$ cat src/rtl/servo_pkg.sv
// Shared definitions for the servo angle ramp slice.
// Contents: angle width and ceiling, servo count, ramp FSM state type,
// and small angle helpers (target clamp, absolute difference).
package servo_pkg;

  localparam int unsigned ANGLE_W       = 8;
  localparam int unsigned MAX_ANGLE_DEG = 180;
  localparam int unsigned NUM_SERVOS    = 4;

  typedef enum logic {
    StIdle,
    StRamp
  } ramp_state_e;

  function automatic logic [ANGLE_W-1:0] clamp_angle(input logic [ANGLE_W-1:0] a,
                                                     input logic [ANGLE_W-1:0] max_a);
    return (a > max_a) ? max_a : a;
  endfunction

  function automatic logic [ANGLE_W-1:0] abs_diff(input logic [ANGLE_W-1:0] a,
                                                  input logic [ANGLE_W-1:0] b);
    return (a > b) ? (a - b) : (b - a);
  endfunction

endpackage

$ cat src/rtl/servo_angle_step.sv
// One-servo step: moves cur toward tgt by at most STEP degrees when step_en_i is high.
// Ports:
//   cur_i     current commanded angle
//   tgt_i     target angle (already clamped to the ceiling)
//   step_en_i apply a step this cycle
//   next_o    next commanded angle (equals cur_i when step_en_i is low)
// Because a step never passes the target and the target is clamped, the result
// stays inside 0..ceiling without any further saturation.
module servo_angle_step
  import servo_pkg::*;
#(
  parameter int unsigned STEP = 2
) (
  input  logic [ANGLE_W-1:0] cur_i,
  input  logic [ANGLE_W-1:0] tgt_i,
  input  logic               step_en_i,
  output logic [ANGLE_W-1:0] next_o
);

  localparam logic [ANGLE_W:0]   StepW = (ANGLE_W + 1)'(STEP);
  localparam logic [ANGLE_W-1:0] Step8 = ANGLE_W'(STEP);

  logic signed [ANGLE_W:0] diff;
  logic        [ANGLE_W:0] mag;

  always_comb begin
    diff   = $signed({1'b0, tgt_i}) - $signed({1'b0, cur_i});
    mag    = diff[ANGLE_W] ? $unsigned(-diff) : $unsigned(diff);
    next_o = cur_i;
    if (step_en_i) begin
      if (mag <= StepW) begin
        next_o = tgt_i;
      end else if (diff[ANGLE_W]) begin
        next_o = cur_i - Step8;
      end else begin
        next_o = cur_i + Step8;
      end
    end
  end

endmodule

$ cat src/rtl/servo_angle_ramp.sv
// Slew-rate limiter feeding servo_controller's four angle inputs.
// Ports:
//   clk, rst_n              clock, asynchronous active-low reset
//   tgt_valid_i/tgt_ready_o target-set handshake (ready stays high after reset)
//   tgt_servoN_i            target angles, clamped to MAX_ANGLE on accept
//   servoN_angle_o          commanded angles, moved by at most STEP per tick
//   busy_o                  high while in the ramp state
//   step_tick_o             pulse on the cycle a step is applied
// Optional: define RAMP_DEADBAND_EN to ignore target changes smaller than DEADBAND.
module servo_angle_ramp
  import servo_pkg::*;
#(
  parameter int unsigned CLK_FREQ     = 100_000_000,
  parameter int unsigned STEP_RATE_HZ = 50,
  parameter int unsigned STEP         = 2,
  parameter int unsigned HOME_ANGLE   = 90,
  parameter int unsigned MAX_ANGLE    = 180,
  parameter int unsigned DEADBAND     = 3
) (
  input  logic               clk,
  input  logic               rst_n,
  input  logic               tgt_valid_i,
  output logic               tgt_ready_o,
  input  logic [ANGLE_W-1:0] tgt_servo0_i,
  input  logic [ANGLE_W-1:0] tgt_servo1_i,
  input  logic [ANGLE_W-1:0] tgt_servo2_i,
  input  logic [ANGLE_W-1:0] tgt_servo3_i,
  output logic [ANGLE_W-1:0] servo0_angle_o,
  output logic [ANGLE_W-1:0] servo1_angle_o,
  output logic [ANGLE_W-1:0] servo2_angle_o,
  output logic [ANGLE_W-1:0] servo3_angle_o,
  output logic               busy_o,
  output logic               step_tick_o
);

  localparam int unsigned        TICK_CYCLES = CLK_FREQ / STEP_RATE_HZ;
  localparam int unsigned        CntW        = (TICK_CYCLES > 1) ? $clog2(TICK_CYCLES) : 1;
  localparam logic [CntW-1:0]    CntLast     = CntW'(TICK_CYCLES - 1);
  localparam logic [ANGLE_W-1:0] Home        = ANGLE_W'(HOME_ANGLE);
  localparam logic [ANGLE_W-1:0] MaxA        = ANGLE_W'(MAX_ANGLE);
  localparam logic [ANGLE_W-1:0] Db          = ANGLE_W'(DEADBAND);
`ifdef RAMP_DEADBAND_EN
  localparam bit DbEn = 1'b1;
`else
  localparam bit DbEn = 1'b0;
`endif

  ramp_state_e        state_q, state_d;
  logic [CntW-1:0]    cnt_q, cnt_d;
  logic               ready_q;
  logic               busy_q;
  logic [ANGLE_W-1:0] cur_q    [NUM_SERVOS];
  logic [ANGLE_W-1:0] cur_next [NUM_SERVOS];
  logic [ANGLE_W-1:0] tgt_q    [NUM_SERVOS];
  logic [ANGLE_W-1:0] tgt_d    [NUM_SERVOS];
  logic [ANGLE_W-1:0] tgt_in   [NUM_SERVOS];
  logic               accept;
  logic               step_en;
  logic               differ;

  assign tgt_in[0] = tgt_servo0_i;
  assign tgt_in[1] = tgt_servo1_i;
  assign tgt_in[2] = tgt_servo2_i;
  assign tgt_in[3] = tgt_servo3_i;

  assign accept  = tgt_valid_i && ready_q;
  assign step_en = (state_q == StRamp) && (cnt_q == CntLast);

  for (genvar g = 0; g < NUM_SERVOS; g++) begin : g_step
    servo_angle_step #(
      .STEP(STEP)
    ) u_step (
      .cur_i    (cur_q[g]),
      .tgt_i    (tgt_q[g]),
      .step_en_i(step_en),
      .next_o   (cur_next[g])
    );
  end

  // Target capture with clamp and optional jitter deadband.
  always_comb begin
    for (int i = 0; i < NUM_SERVOS; i++) begin
      tgt_d[i] = tgt_q[i];
      if (accept) begin
        if (!(DbEn && (abs_diff(clamp_angle(tgt_in[i], MaxA), tgt_q[i]) < Db))) begin
          tgt_d[i] = clamp_angle(tgt_in[i], MaxA);
        end
      end
    end
  end

  // Compare post-step angles with post-accept targets so both the idle entry
  // decision and the ramp exit decision see the values that will be registered.
  always_comb begin
    differ = 1'b0;
    for (int i = 0; i < NUM_SERVOS; i++) begin
      if (cur_next[i] != tgt_d[i]) differ = 1'b1;
    end
  end

  always_comb begin
    state_d = state_q;
    cnt_d   = cnt_q;
    unique case (state_q)
      StIdle: begin
        cnt_d = '0;
        if (differ) state_d = StRamp;
      end
      StRamp: begin
        cnt_d = (cnt_q == CntLast) ? '0 : cnt_q + 1'b1;
        // Leave only on a step; a retarget mid-ramp keeps the tick phase.
        if (step_en && !differ) begin
          state_d = StIdle;
          cnt_d   = '0;
        end
      end
      default: begin
        state_d = StIdle;
        cnt_d   = '0;
      end
    endcase
  end

  always_ff @(posedge clk or negedge rst_n) begin
    if (!rst_n) begin
      state_q <= StIdle;
      cnt_q   <= '0;
      ready_q <= 1'b0;
      busy_q  <= 1'b0;
      for (int i = 0; i < NUM_SERVOS; i++) begin
        cur_q[i] <= Home;
        tgt_q[i] <= Home;
      end
    end else begin
      state_q <= state_d;
      cnt_q   <= cnt_d;
      ready_q <= 1'b1;
      busy_q  <= (state_d == StRamp);
      for (int i = 0; i < NUM_SERVOS; i++) begin
        cur_q[i] <= cur_next[i];
        tgt_q[i] <= tgt_d[i];
      end
    end
  end

  assign tgt_ready_o    = ready_q;
  assign busy_o         = busy_q;
  assign step_tick_o    = step_en;
  assign servo0_angle_o = cur_q[0];
  assign servo1_angle_o = cur_q[1];
  assign servo2_angle_o = cur_q[2];
  assign servo3_angle_o = cur_q[3];

endmodule

$ cat config.mk
export PLATFORM = sky130hd
export DESIGN_NAME = servo_angle_ramp
export DESIGN_NICKNAME = d
export VERILOG_FILES = /design/src/rtl/servo_pkg.sv /design/src/rtl/servo_angle_step.sv /design/src/rtl/servo_angle_ramp.sv
export SDC_FILE = /design/constraint.sdc
export NUM_CORES = 1
export LEC_CHECK = 0
export CORE_AREA = 4 4 123 149
export DETAILED_ROUTE_END_ITERATION = 16
export DIE_AREA = 0 0 127 153
export PLACE_DENSITY_LB_ADDON = 0.15
export SETUP_SLACK_MARGIN = 0.02
export SLEW_MARGIN = 20
export SYNTH_ARGS = -nofsm -noshare
export SYNTH_HDL_FRONTEND = slang
export SYNTH_SLANG_ARGS = --single-unit
export TNS_END_PERCENT = 5
$ cat constraint.sdc
create_clock -name clk -period 14.71 [get_ports clk]
set_input_delay 2.2065 -clock clk [delete_from_list [all_inputs] [get_ports clk]]
set_output_delay 2.2065 -clock clk [all_outputs]
set_load 0.03 [all_outputs]
## Word level (Yosys, flattened, before mapping)

Index checks and enable logic that the tools add are counted.

| storage, ports and cells | value |
|---|---|
| word-level logic and storage cells | 80 |
| bits of input ports | 35 |
| output and inout port bits | 35 |
| flip-flop bits (word level) | 87 |

| operators by class | value |
|---|---|
| equal/unequal tests | 5 |
| muxes and demuxes | 34 |
| bitwise operators | 1 |
| reductions and logical operators | 4 |
| $add $sub $neg | 17 |
| $lt $le $gt $ge | 8 |

Operators with widths:

| operator | number |
|---|---|
| 8-bit 2-to-1 mux | 20 |
| 21-bit 2-to-1 mux | 2 |
| 21-bit one-hot mux with 2 select lines | 1 |
| 9-bit by 2-bit <= comparator with 1-bit output (second input constant) | 4 |
| 9-bit 2-to-1 mux | 4 |
| 9-bit negation | 4 |
| 8-bit by 8-bit subtractor with 9-bit output | 4 |
| 8-bit by 2-bit adder with 8-bit output (second input constant) | 4 |
| 8-bit greater-than comparator (second input constant) | 4 |
| 8-bit inequality test | 4 |
| 8-bit by 2-bit subtractor with 8-bit output (second input constant) | 4 |
| 21-bit by 1-bit adder with 21-bit output (second input constant) | 1 |
| 21-bit equality test (second input constant) | 1 |
| 1-bit 2-to-1 mux | 6 |
| 1-bit logical AND | 3 |
| 1-bit one-hot mux with 2 select lines | 1 |
| 1-bit zero test | 1 |
| 1-bit inverter | 1 |

## Logic depth before layout (Yosys ltp)

Gate-level depths: netlist of the first run.

| depth | value |
|---|---|
| depth in word-level cells | 15 |
| gate-level depth with buffers | 21 |
| mapped depth without buffers | 21 |

## By module

A second synthesis of the first run with hierarchy kept.

| unflattened totals | value |
|---|---|
| cell total of the unflattened synthesis | 859 |
| area, all modules | 7619.8 µm² |

Modules (own cells, without submodules):

| module | times used | cells an instance | area each (µm²) |
|---|---|---|---|
| servo_angle_ramp | 1 | 351 | 3836.2 |
| servo_angle_step | 4 | 127 | 945.9 |

## Worst setup path after synthesis of the first run

No wires, ideal clock.

| timing | value |
|---|---|
| kind | reg-to-reg |
| start point | register cur_q, in the netlist servo0_angle_o[1] |
| end point | register busy_q, in the netlist busy_o |
| data required time | 14.571 ns |
| stages on the path, launching flop included | 18 |
| path buffers | 0 |
| setup slack | 9.960 ns |
| setup time | 0.139 ns |
| arrival time | 4.611 ns |
| path through | dfstp_2 > inv_1 > fa_1 > a211oi_1 > nor2_1 > a221o_1 > inv_1 > ha_1 > a21o_1 > a21oi_1 > o21bai_1 > a21oi_1 > xnor2_1 > o21ai_0 > a221o_1 > a2111oi_2 > nand4_1 > or4b_1 |

| between the ends | value |
|---|---|
| word-level cells in the longest chain between the ends | 15 |
| elaborated cells between the ends (all ways) | 19 |
| those cells by class | add/sub: 4; order compare: 1; eq/ne: 1; mux: 11; reduce/logical: 2 |

RTL lines:

| element | RTL line | source |
|---|---|---|
| start: declaration | servo_angle_ramp.sv:52 | `logic [ANGLE_W-1:0] cur_q [NUM_SERVOS];` |
| start signal: indexed assignment | servo_angle_ramp.sv:131 | `cur_q[i] <= Home;` |
| start signal: indexed assignment | servo_angle_ramp.sv:140 | `cur_q[i] <= cur_next[i];` |
| 8-bit by 8-bit subtractor with 9-bit output | servo_angle_step.sv:27 | `diff = $signed({1'b0, tgt_i}) - $signed({1'b0, cur_i});` |
| 9-bit negation | servo_angle_step.sv:28 | `mag = diff[ANGLE_W] ? $unsigned(-diff) : $unsigned(diff);` |
| 9-bit 2-to-1 mux | servo_angle_step.sv:28 |  |
| 9-bit by 2-bit <= comparator with 1-bit output | servo_angle_step.sv:31 | `if (mag <= StepW) begin` |
| 8-bit 2-to-1 mux | servo_angle_step.sv:31 |  |
| 8-bit 2-to-1 mux * | servo_angle_step.sv:30 | `if (step_en_i) begin` |
| 8-bit inequality test * | servo_angle_ramp.sv:97 | `if (cur_next[i] != tgt_d[i]) differ = 1'b1;` |
| 1-bit 2-to-1 mux * (4 in series) | servo_angle_ramp.sv:97 |  |
| 1-bit zero test | servo_angle_ramp.sv:112 | `if (step_en && !differ) begin` |
| 1-bit logical AND | servo_angle_ramp.sv:112 |  |
| 1-bit 2-to-1 mux | servo_angle_ramp.sv:112 |  |
| 1-bit one-hot mux with 2 select lines * | servo_angle_ramp.sv:104 | `unique case (state_q)` |
| net state_d | servo_angle_ramp.sv:48 | `ramp_state_e state_q, state_d;` |
| end signal: assignment | servo_angle_ramp.sv:138 | `busy_q <= (state_d == StRamp);` |
| end: declaration | servo_angle_ramp.sv:51 | `logic busy_q;` |

The timed path passes the listed nets; every way through them passes the cells marked *.

## Worst setup path in the final report of the first run

| timing | value |
|---|---|
| start point | register cnt_q[14] |
| end point | output port step_tick_o |

| between the ends | value |
|---|---|
| word-level cells in the longest chain between the ends | 2 |

RTL lines:

| element | RTL line | source |
|---|---|---|
| start: declaration | servo_angle_ramp.sv:49 | `logic [CntW-1:0] cnt_q, cnt_d;` |
| start signal: assignment | servo_angle_ramp.sv:136 | `cnt_q <= cnt_d;` |
| 21-bit equality test | servo_angle_ramp.sv:67 | `assign step_en = (state_q == StRamp) && (cnt_q == CntLast);` |
| 1-bit logical AND | servo_angle_ramp.sv:67 |  |
| end: declaration | servo_angle_ramp.sv:33 | `output logic step_tick_o` |

No other way between the ends.

==> tab_implementation.tex, run 1 <==
\begin{tabular}{lr}
\hline
Metric & Value \\
\hline
\multicolumn{2}{l}{\textbf{Critical path}} \\
\quad Buffers plus inverters on the worst setup path & 2 \\
\quad Reg2Reg Setup Slack & roughly 9.5 ns \\
\quad WS Path Type & reg -> out \\
\quad Startpoint kind of the worst setup timing path & flop \\
\quad Cell with the largest stage delay on the worst path & clkdlybuf4s50\_1 \\
\quad Max FO, Critical Path & 15 \\
\quad Nature of the critical path endpoint & output pin \\
\quad Worst flop-to-flop path endpoint & busy\_o \\
\quad Cell depth of the worst flop-to-flop path & 15 \\
\quad Arrival time of the worst setup path & 3.38 ns \\
\quad Crit-path cells & nor4b\_1 > nand2\_1 > nor3\_1 > nand2\_1 > inv\_1 > clkdlybuf4s50\_1 \\
\quad Crit-path leading delay family & buffers and inverters \\
\quad Crit-path max cell delay & around 0.79 ns \\
\quad Crit path top cell by count & nand2\_1 \\
\quad WP data required & approximately 13 ns \\
\quad Launching point of the worst reg2reg path & servo2\_angle\_o[1] \\
\multicolumn{2}{l}{\textbf{Global routing}} \\
\quad Vias in the first global route & around 7400 \\
\quad Initial antenna violation count & 0 \\
\quad Sum of overflow across all layers after global routing & 0 \\
\quad Largest net degree at the start of global routing & 47 \\
\quad Combined global-route utilization of all metal layers & 23.3\% \\
\quad Wire length of the first global-routing pass & 37200 um \\
\multicolumn{2}{l}{\textbf{Detailed routing}} \\
\quad Remaining antenna violation count after routing & 0 \\
\quad Total Wirelength & 22700 um \\
\quad DRC Markers & 0 \\
\quad Initial drt markers & 507 \\
\quad Post-detailed-route wirelength per cell & 17.7 um \\
\quad Post-DR vias/cell & about 6 \\
\quad Total via count after detailed routing & 7682 \\
\quad Count of TritonRoute iterations in the first routing pass & 5 \\
\multicolumn{2}{l}{\textbf{STA}} \\
\quad Remaining max-slew budget at the tightest pin & 31.9\% \\
\quad Max Slew Vio Count & 0 \\
\quad Setup repair after global routing missed its margin & false \\
\quad Clock Skews & 0.00736 ns \\
\quad Crit path time final & 5.59 ns \\
\quad TNS Setup & 0 ns \\
\quad Period utilization & between 30\% and 40\% \\
\quad Worst-Margin Slew & 1.02 ns \\
\quad Final-report hold violation count & 0 \\
\quad Highest attainable clock frequency & 0.179 GHz \\
\quad Final setup violation count & 0 \\
\multicolumn{2}{l}{\textbf{Floorplanning}} \\
\quad Core outline area & 16800 sq um \\
\quad Starting Density & around 50\% \\
\quad Total number of placement rows & 52 \\
\quad Die height & around 150 um \\
\quad Die ar. & about 19000 sq um \\
\quad Boundary pin count & 70 \\
\quad Width of the die & around 130 um \\
\multicolumn{2}{l}{\textbf{Synthesis}} \\
\quad Predominant post-synthesis flop cell & dfrtp\_1 \\
\quad Async set or reset register ratio after synthesis & 100\% \\
\quad Proportion of netlist area held by the largest area contributor & between 10\% and 20\% \\
\quad Library cell with the largest summed area after synthesis & dfrtp\_1 \\
\quad Count of state elements after synthesis & 87 \\
\quad Leading post-synthesis cells by instance count & nand2\_1, inv\_1, nor2\_1 \\
\quad Share of the yosys chip area belonging to registers & 26.6\% \\
\quad Post-synthesis cell count & around 1000 \\
\quad Yosys warnings & 0 \\
\quad Synth cell types & 81 \\
\quad Mean instance size in the synthesized netlist & 8.26 sq um \\
\quad Area contributors post-synth & dfrtp\_1, dfstp\_2, ha\_1, xnor2\_1, nand2\_1 \\
\quad Most numerous cell in the Yosys netlist & nand2\_1 \\
\quad Post-Syn Area & 8320 sq um \\
\quad Number of flops mapped to enable cells by yosys & 0 \\
\quad Synthesized netlist net count & 1108 \\
\multicolumn{2}{l}{\textbf{Cells and area}} \\
\quad Area Overhead vs Synth & 13.6\% \\
\quad Count of placed standard cells in the final layout, fillers left out & 1285 \\
\quad Final layout net count & about 1200 \\
\quad Diodes inserted & 0 \\
\quad Fraction of layout cells with a size suffix above 1 & 7.30\% \\
\multicolumn{2}{l}{\textbf{Power}} \\
\quad Logic pwr share & 39.6\% \\
\quad Clock share of power & between 20\% and 30\% \\
\quad Switching Share & between 30\% and 40\% \\
\quad P\_int & 499 uW \\
\quad Areal power density over the cells & about 85 nW/um\^{}2 \\
\quad VDD IR-drop max & $\sim$0.07 mV \\
\quad Power share of the sequential group & 33.5\% \\
\quad Net Switching & 303 uW \\
\quad Leakage power of the design & 3.78 nW \\
\multicolumn{2}{l}{\textbf{Worst hold path}} \\
\quad Critical hold path startpoint & cnt\_q[0] \\
\quad Destination of the worst hold path & cnt\_q[0] \\
\quad Worst hold path class & reg -> reg \\
\quad WHS Path Cells & 1 \\
\multicolumn{2}{l}{\textbf{Clocking}} \\
\quad Clock tree from TritonCTS & built \\
\quad Clock buffers created by TritonCTS & 9 \\
\quad Worst-Skew Late Latency & 0.35 ns \\
\quad Number of setup buffers added after CTS & 0 \\
\quad Post-cts gate resize count & 0 \\
\quad Number of hold buffers added after CTS & 0 \\
\quad Clock transition at the registers of the reported paths & 0.06 ns \\
\quad Root Driver & clkbuf\_16 \\
\quad Count of H-tree levels built during CTS & 3 \\
\quad TritonCTS sink count & a little under 90 \\
\quad Number of buffers between clock root and the deepest sink & 2 \\
\multicolumn{2}{l}{\textbf{Status}} \\
\quad Status & complete, no violations \\
\multicolumn{2}{l}{\textbf{Placement}} \\
\quad Total instance count after detailed placement & approximately 1300 \\
\quad DP Wirelength & 17700 um \\
\quad Final Wtd Congestion & between 0.9 and 1 \\
\quad IO Port Bufs & 69 \\
\multicolumn{2}{l}{\textbf{Job}} \\
\quad Total of max-cap violations & 0 \\
\hline
\end{tabular}
-- cells by family after synthesis --
logic type      share of synthesized area [%]
simple gates                             21.0
compound gates                           23.0
buf+inv                                  5.59
flops                                    26.6
xor+xnor                                 9.05
fa+ha+maj                                10.5
mux                                      4.19
other cells                            0.0450
-- power by group through the flow --
stage | Clock [mW] | Combinational (mW) | Sequential [mW]
CTS | 0.221 | 0.315 | 0.269
detailed placement | 0 | 0.314 | 0.273
floorplan | 0 | 0.240 | 0.267
finish | 0.215 | 0.317 | 0.269
global placement | 0 | 0.312 | 0.273
global route | 0.229 | 0.352 | 0.271
-- how the worst max path moves through the flow --
stage | startpoint | to | slack, ns | depth (start not counted)
global placement | tgt_valid_i | busy_o | 8.86 | 13
finish | cnt_q[14] | step_tick_o | 9.12 | 6
CTS | cnt_q[14] | step_tick_o | 9.11 | 6
floorplan | servo0_angle_o[1] | busy_o | 9.96 | 17
global route | tgt_valid_i | busy_o | 8.83 | 12
detailed placement | tgt_valid_i | busy_o | 8.79 | 12
-- cell type report --
cell class | instances | area, sq um
Tap cell | 216 | 270
Sequential cell | 87 | 2220
Clock inverter | 5 | 33.8
Inverter | 89 | 334
Multi-Input combinational cell | 804 | 5640
Clock buffer | 11 | 243
Timing Repair Buffer | 73 | 718
Fill cell | 1601 | 7330
-- state kept, by name, summed over array words and instances, names as in the netlist --
| signal | count |
|---|---|
| cnt_q | 21 |
| servo2_angle_o | 8 |
| servo0_angle_o | 8 |
| servo3_angle_o | 8 |
| tgt_ready_o | 1 |
| servo1_angle_o | 8 |
| busy_o | 1 |
| tgt_q | 32 |
-- worst register-to-register path: cells and delay by family, from the launching register on --
family / cells / cell delay [ns]
flops: 1 / 0.59
compound gates: 4 / 1.07
xor+xnor: 1 / 0.15
buf+inv: 2 / 0.35
simple gates: 6 / 2.11
mux: 1 / 0.35
fa+ha+maj: 1 / 0.51
-- per-stage QoR --
step | utilization [%] | hold WS [ns] | power, mW | instance area, sq um | worst slack, ns
after floorplan | - | 0.455 | 0.507 | 8320 | 9.96
after global placement | 54.7 | 0.477 | 0.584 | 9180 | 8.86
after detailed placement | 54.7 | 0.486 | 0.586 | 9180 | 8.79
after CTS | 56.3 | 0.494 | 0.804 | 9460 | 9.11
after global routing | 56.3 | 0.528 | 0.852 | 9460 | 8.83
final | 56.3 | 0.494 | 0.802 | 9460 | 9.12
-- cells in the final DEF (no fill, tap or decap), types with 9 or more instances in the layout --
| cell | count |
|---|---|
| o311ai_0 | 9 |
| clkbuf_16 | 9 |
| nor2_1 | 66 |
| a21o_1 | 14 |
| nor2b_1 | 13 |
| xnor2_1 | 59 |
| nand2b_1 | 12 |
| a31oi_1 | 10 |
| dfrtp_1 | 55 |
| clkdlybuf4s50_1 | 68 |
| mux2i_1 | 27 |
| o22ai_1 | 13 |
| nor4_1 | 10 |
| dfstp_2 | 32 |
| ha_1 | 57 |
| nand3_1 | 33 |
| nand2_1 | 92 |
| xor2_1 | 27 |
| inv_1 | 87 |
| a211oi_1 | 16 |
| a21oi_1 | 55 |
| nor3_1 | 26 |
| nand4_1 | 13 |
| and3_1 | 14 |
| o21ai_0 | 60 |
-- layer usage --
metal	part of all wire (%)	vias to the layer above	wire, um	global-route usage (%)
li1	-	3793	-	-
met1	45	3657	10200	30.1
met2	48	179	10900	39.3
met3	4.0	53	901	3.73
met4	3.1	0	697	8.18
met5	0	-	0	0
Note: power is estimated with default switching activity, not from simulation.
==> run 2, diff against run 1 <==
==> constraint.sdc (replaced) <==
create_clock -name clk -period 5.35 [get_ports clk]
set_input_delay 0.8025 -clock clk [delete_from_list [all_inputs] [get_ports clk]]
set_output_delay 0.8025 -clock clk [all_outputs]
set_load 0.03 [all_outputs]
==> tab_implementation.tex, run 2 (same netlist as run 1, synthesis figures left out) <==
\begin{tabular}{lr}
\hline
Metric & Value \\
\hline
\multicolumn{2}{l}{\textbf{Critical path}} \\
\quad WP data required & roughly 5.6 ns \\
\quad Startpoint kind of the worst setup timing path & flop \\
\quad Max FO, Critical Path & 4 \\
\quad Arrival time of the worst setup path & 5.26 ns \\
\quad WS Path Type & reg -> reg \\
\quad Nature of the critical path endpoint & flop \\
\multicolumn{2}{l}{\textbf{Global routing}} \\
\quad Initial antenna violation count & 0 \\
\quad Sum of overflow across all layers after global routing & 0 \\
\quad Combined global-route utilization of all metal layers & 23.4\% \\
\quad Wire length of the first global-routing pass & 37400 um \\
\quad Vias in the first global route & 7481 \\
\quad Largest net degree at the start of global routing & 50 \\
\multicolumn{2}{l}{\textbf{Clocking}} \\
\quad Number of hold buffers added after CTS & 0 \\
\quad Number of buffers between clock root and the deepest sink & 2 \\
\quad Count of H-tree levels built during CTS & 3 \\
\quad TritonCTS sink count & 87 \\
\quad Root Driver & clkbuf\_16 \\
\quad Number of setup buffers added after CTS & 0 \\
\quad Clock buffers created by TritonCTS & 9 \\
\quad Worst-Skew Late Latency & 0.35 ns \\
\quad Clock tree from TritonCTS & built \\
\quad Clock transition at the registers of the reported paths & 0.07 ns \\
\multicolumn{2}{l}{\textbf{Power}} \\
\quad Areal power density over the cells & 240 nW/um\^{}2 \\
\quad VDD IR-drop max & roughly 0.17 mV \\
\quad Leakage power of the design & 3.87 nW \\
\multicolumn{2}{l}{\textbf{Cells and area}} \\
\quad Core Util, Final & between 50\% and 60\% \\
\quad Largest register FFs & 32 \\
\quad Fillers & 1576 \\
\quad Most common cell after layout, fill and taps aside & nand2\_1 \\
\quad Top library cells by usage in the layout, fill and taps aside & nand2\_1, inv\_1, clkdlybuf4s50\_1, nor2\_1, o21ai\_0 \\
\quad Area Overhead vs Synth & 15.3\% \\
\quad Register with the highest flop count & tgt\_q \\
\quad Count of placed standard cells in the final layout, fillers left out & 1297 \\
\quad Area occupied by multi-input gates & 5660 sq um \\
\quad Diodes inserted & 0 \\
\quad Leading registers by flop count & tgt\_q x32, cnt\_q x21 \\
\quad Register area & 2220 sq um \\
\quad Final layout net count & 1176 \\
\quad Fraction of layout cells with a size suffix above 1 & 8.60\% \\
\multicolumn{2}{l}{\textbf{STA}} \\
\quad Clock Skews & 0.00904 ns \\
\quad TNS Setup & 0 ns \\
\quad Max Slew Vio Count & 0 \\
\quad Remaining max-slew budget at the tightest pin & 49.3\% \\
\quad Final setup violation count & 0 \\
\quad Crit path time final & 5.04 ns \\
\quad Worst Hold Margin & 0.478 ns \\
\quad Worst-Margin Slew & 0.760 ns \\
\quad Final-report hold violation count & 0 \\
\quad Period utilization & between 90\% and 100\% \\
\quad Highest attainable clock frequency & 0.198 GHz \\
\quad Setup repair after global routing missed its margin & false \\
\multicolumn{2}{l}{\textbf{Floorplanning}} \\
\quad Core outline area & about 17000 sq um \\
\quad Boundary pin count & 70 \\
\quad Die height & $\sim$150 um \\
\quad Die ar. & approximately 19000 sq um \\
\quad Starting Density & between 40\% and 50\% \\
\quad Width of the die & approximately 130 um \\
\quad Total number of placement rows & between 50 and 60 \\
\multicolumn{2}{l}{\textbf{Detailed routing}} \\
\quad Count of TritonRoute iterations in the first routing pass & 5 \\
\quad Post-detailed-route wirelength per cell & around 18 um \\
\quad DRC Markers & 0 \\
\quad Total via count after detailed routing & between 7000 and 8000 \\
\quad Remaining antenna violation count after routing & 0 \\
\quad Initial drt markers & $\sim$490 \\
\quad Post-DR vias/cell & 5.98 \\
\quad Total Wirelength & 23100 um \\
\multicolumn{2}{l}{\textbf{Job}} \\
\quad Total of max-cap violations & 0 \\
\multicolumn{2}{l}{\textbf{Placement}} \\
\quad IO Port Bufs & 69 \\
\quad DP Wirelength & 18100 um \\
\quad Total instance count after detailed placement & $\sim$1300 \\
\quad Final Wtd Congestion & 0.869 \\
\multicolumn{2}{l}{\textbf{Worst hold path}} \\
\quad Worst hold path class & in -> async \\
\multicolumn{2}{l}{\textbf{Status}} \\
\quad Status & complete, no violations \\
\hline
\end{tabular}
-- run 2: layout make-up --
type | instances | area share, %
Tap cell | 216 | 2.82
Clock buffer | 10 | 2.49
Multi-Input combinational cell | 804 | 58.9
Sequential cell | 87 | 23.1
Timing Repair Buffer | 85 | 8.42
Clock inverter | 6 | 0.769
Inverter | 89 | 3.48
-- run 2: per-stage QoR --
stage,power (mW),instance area (sq um),worst slack [ns]
floorplan,1.39,8320,0.600
global placement,1.61,9270,0.237
detailed placement,1.62,9270,0.206
CTS,2.30,9580,0.185
global route,2.44,9600,0.0222
finish,2.30,9600,0.309
-- run 2: worst paths after layout --
check | startpoint | endpoint | slack (ns) | cells past startpoint
max in group asynchronous | rst_n | tgt_q[14] | 3.90 | 2
worst min register to register | cnt_q[0] | cnt_q[0] | 0.48 | 1
worst max register to register | tgt_q[16] | busy_o | 0.31 | 17
min in group clk | cnt_q[0] | cnt_q[0] | 0.48 | 1
worst max-delay path | tgt_q[16] | busy_o | 0.31 | 17
worst min-delay path | rst_n | tgt_q[0] | 0.48 | 1
-- run 2: layer usage --
metal / routed length [um] / up-vias / GRT usage (%)
met2: 11500 / 197 / 40.5
li1: - / 3826 / -
met4: 410 / 0 / 6.69
met1: 10300 / 3697 / 30.4
met3: 920 / 31 / 3.39
met5: 0 / - / 0
-- run 2: worst max-delay path, cell delays in order (launching register included) --
cell and delay [ns]:
dfrtp_1 0.39, inv_1 0.07, ha_1 0.22, inv_1 0.07, fa_1 0.44, a21oi_1 0.33, o211a_1 0.29, xnor2_1 0.09
o311ai_1 0.43, nand3_1 0.15, a2111oi_1 0.48, buf_4 0.20, mux2_2 0.34, xnor2_1 0.30, o31ai_1 0.13, nor4b_1 0.40
nand4_1 0.13, or4b_1 0.47
-- run 2: where the power goes --
group          total (mW)  switching, mW  leakage [nW]  internal (mW)
Combinational       0.888          0.534          2.67          0.354
Sequential          0.738         0.0373          1.04          0.701
Clock               0.677          0.294         0.154          0.383
-- run 2: repair_timing --
action / in CTS / in global routing
hold endpoints to repair: 0 / 0
setup endpoints to repair: 0 / 1
resized for setup: 0 / 6
==> run 3, diff against run 2 <==
--- a/config.mk
+++ b/config.mk
@@ -6,6 +6,7 @@
 export NUM_CORES = 1
 export LEC_CHECK = 0
 export CORE_AREA = 4 4 123 149
+export CTS_CLUSTER_SIZE = 25
 export DETAILED_ROUTE_END_ITERATION = 16
 export DIE_AREA = 0 0 127 153
 export PLACE_DENSITY_LB_ADDON = 0.15
==> results of run 3 <==
Final layout, timing and power as in run 2 (identical DEF).
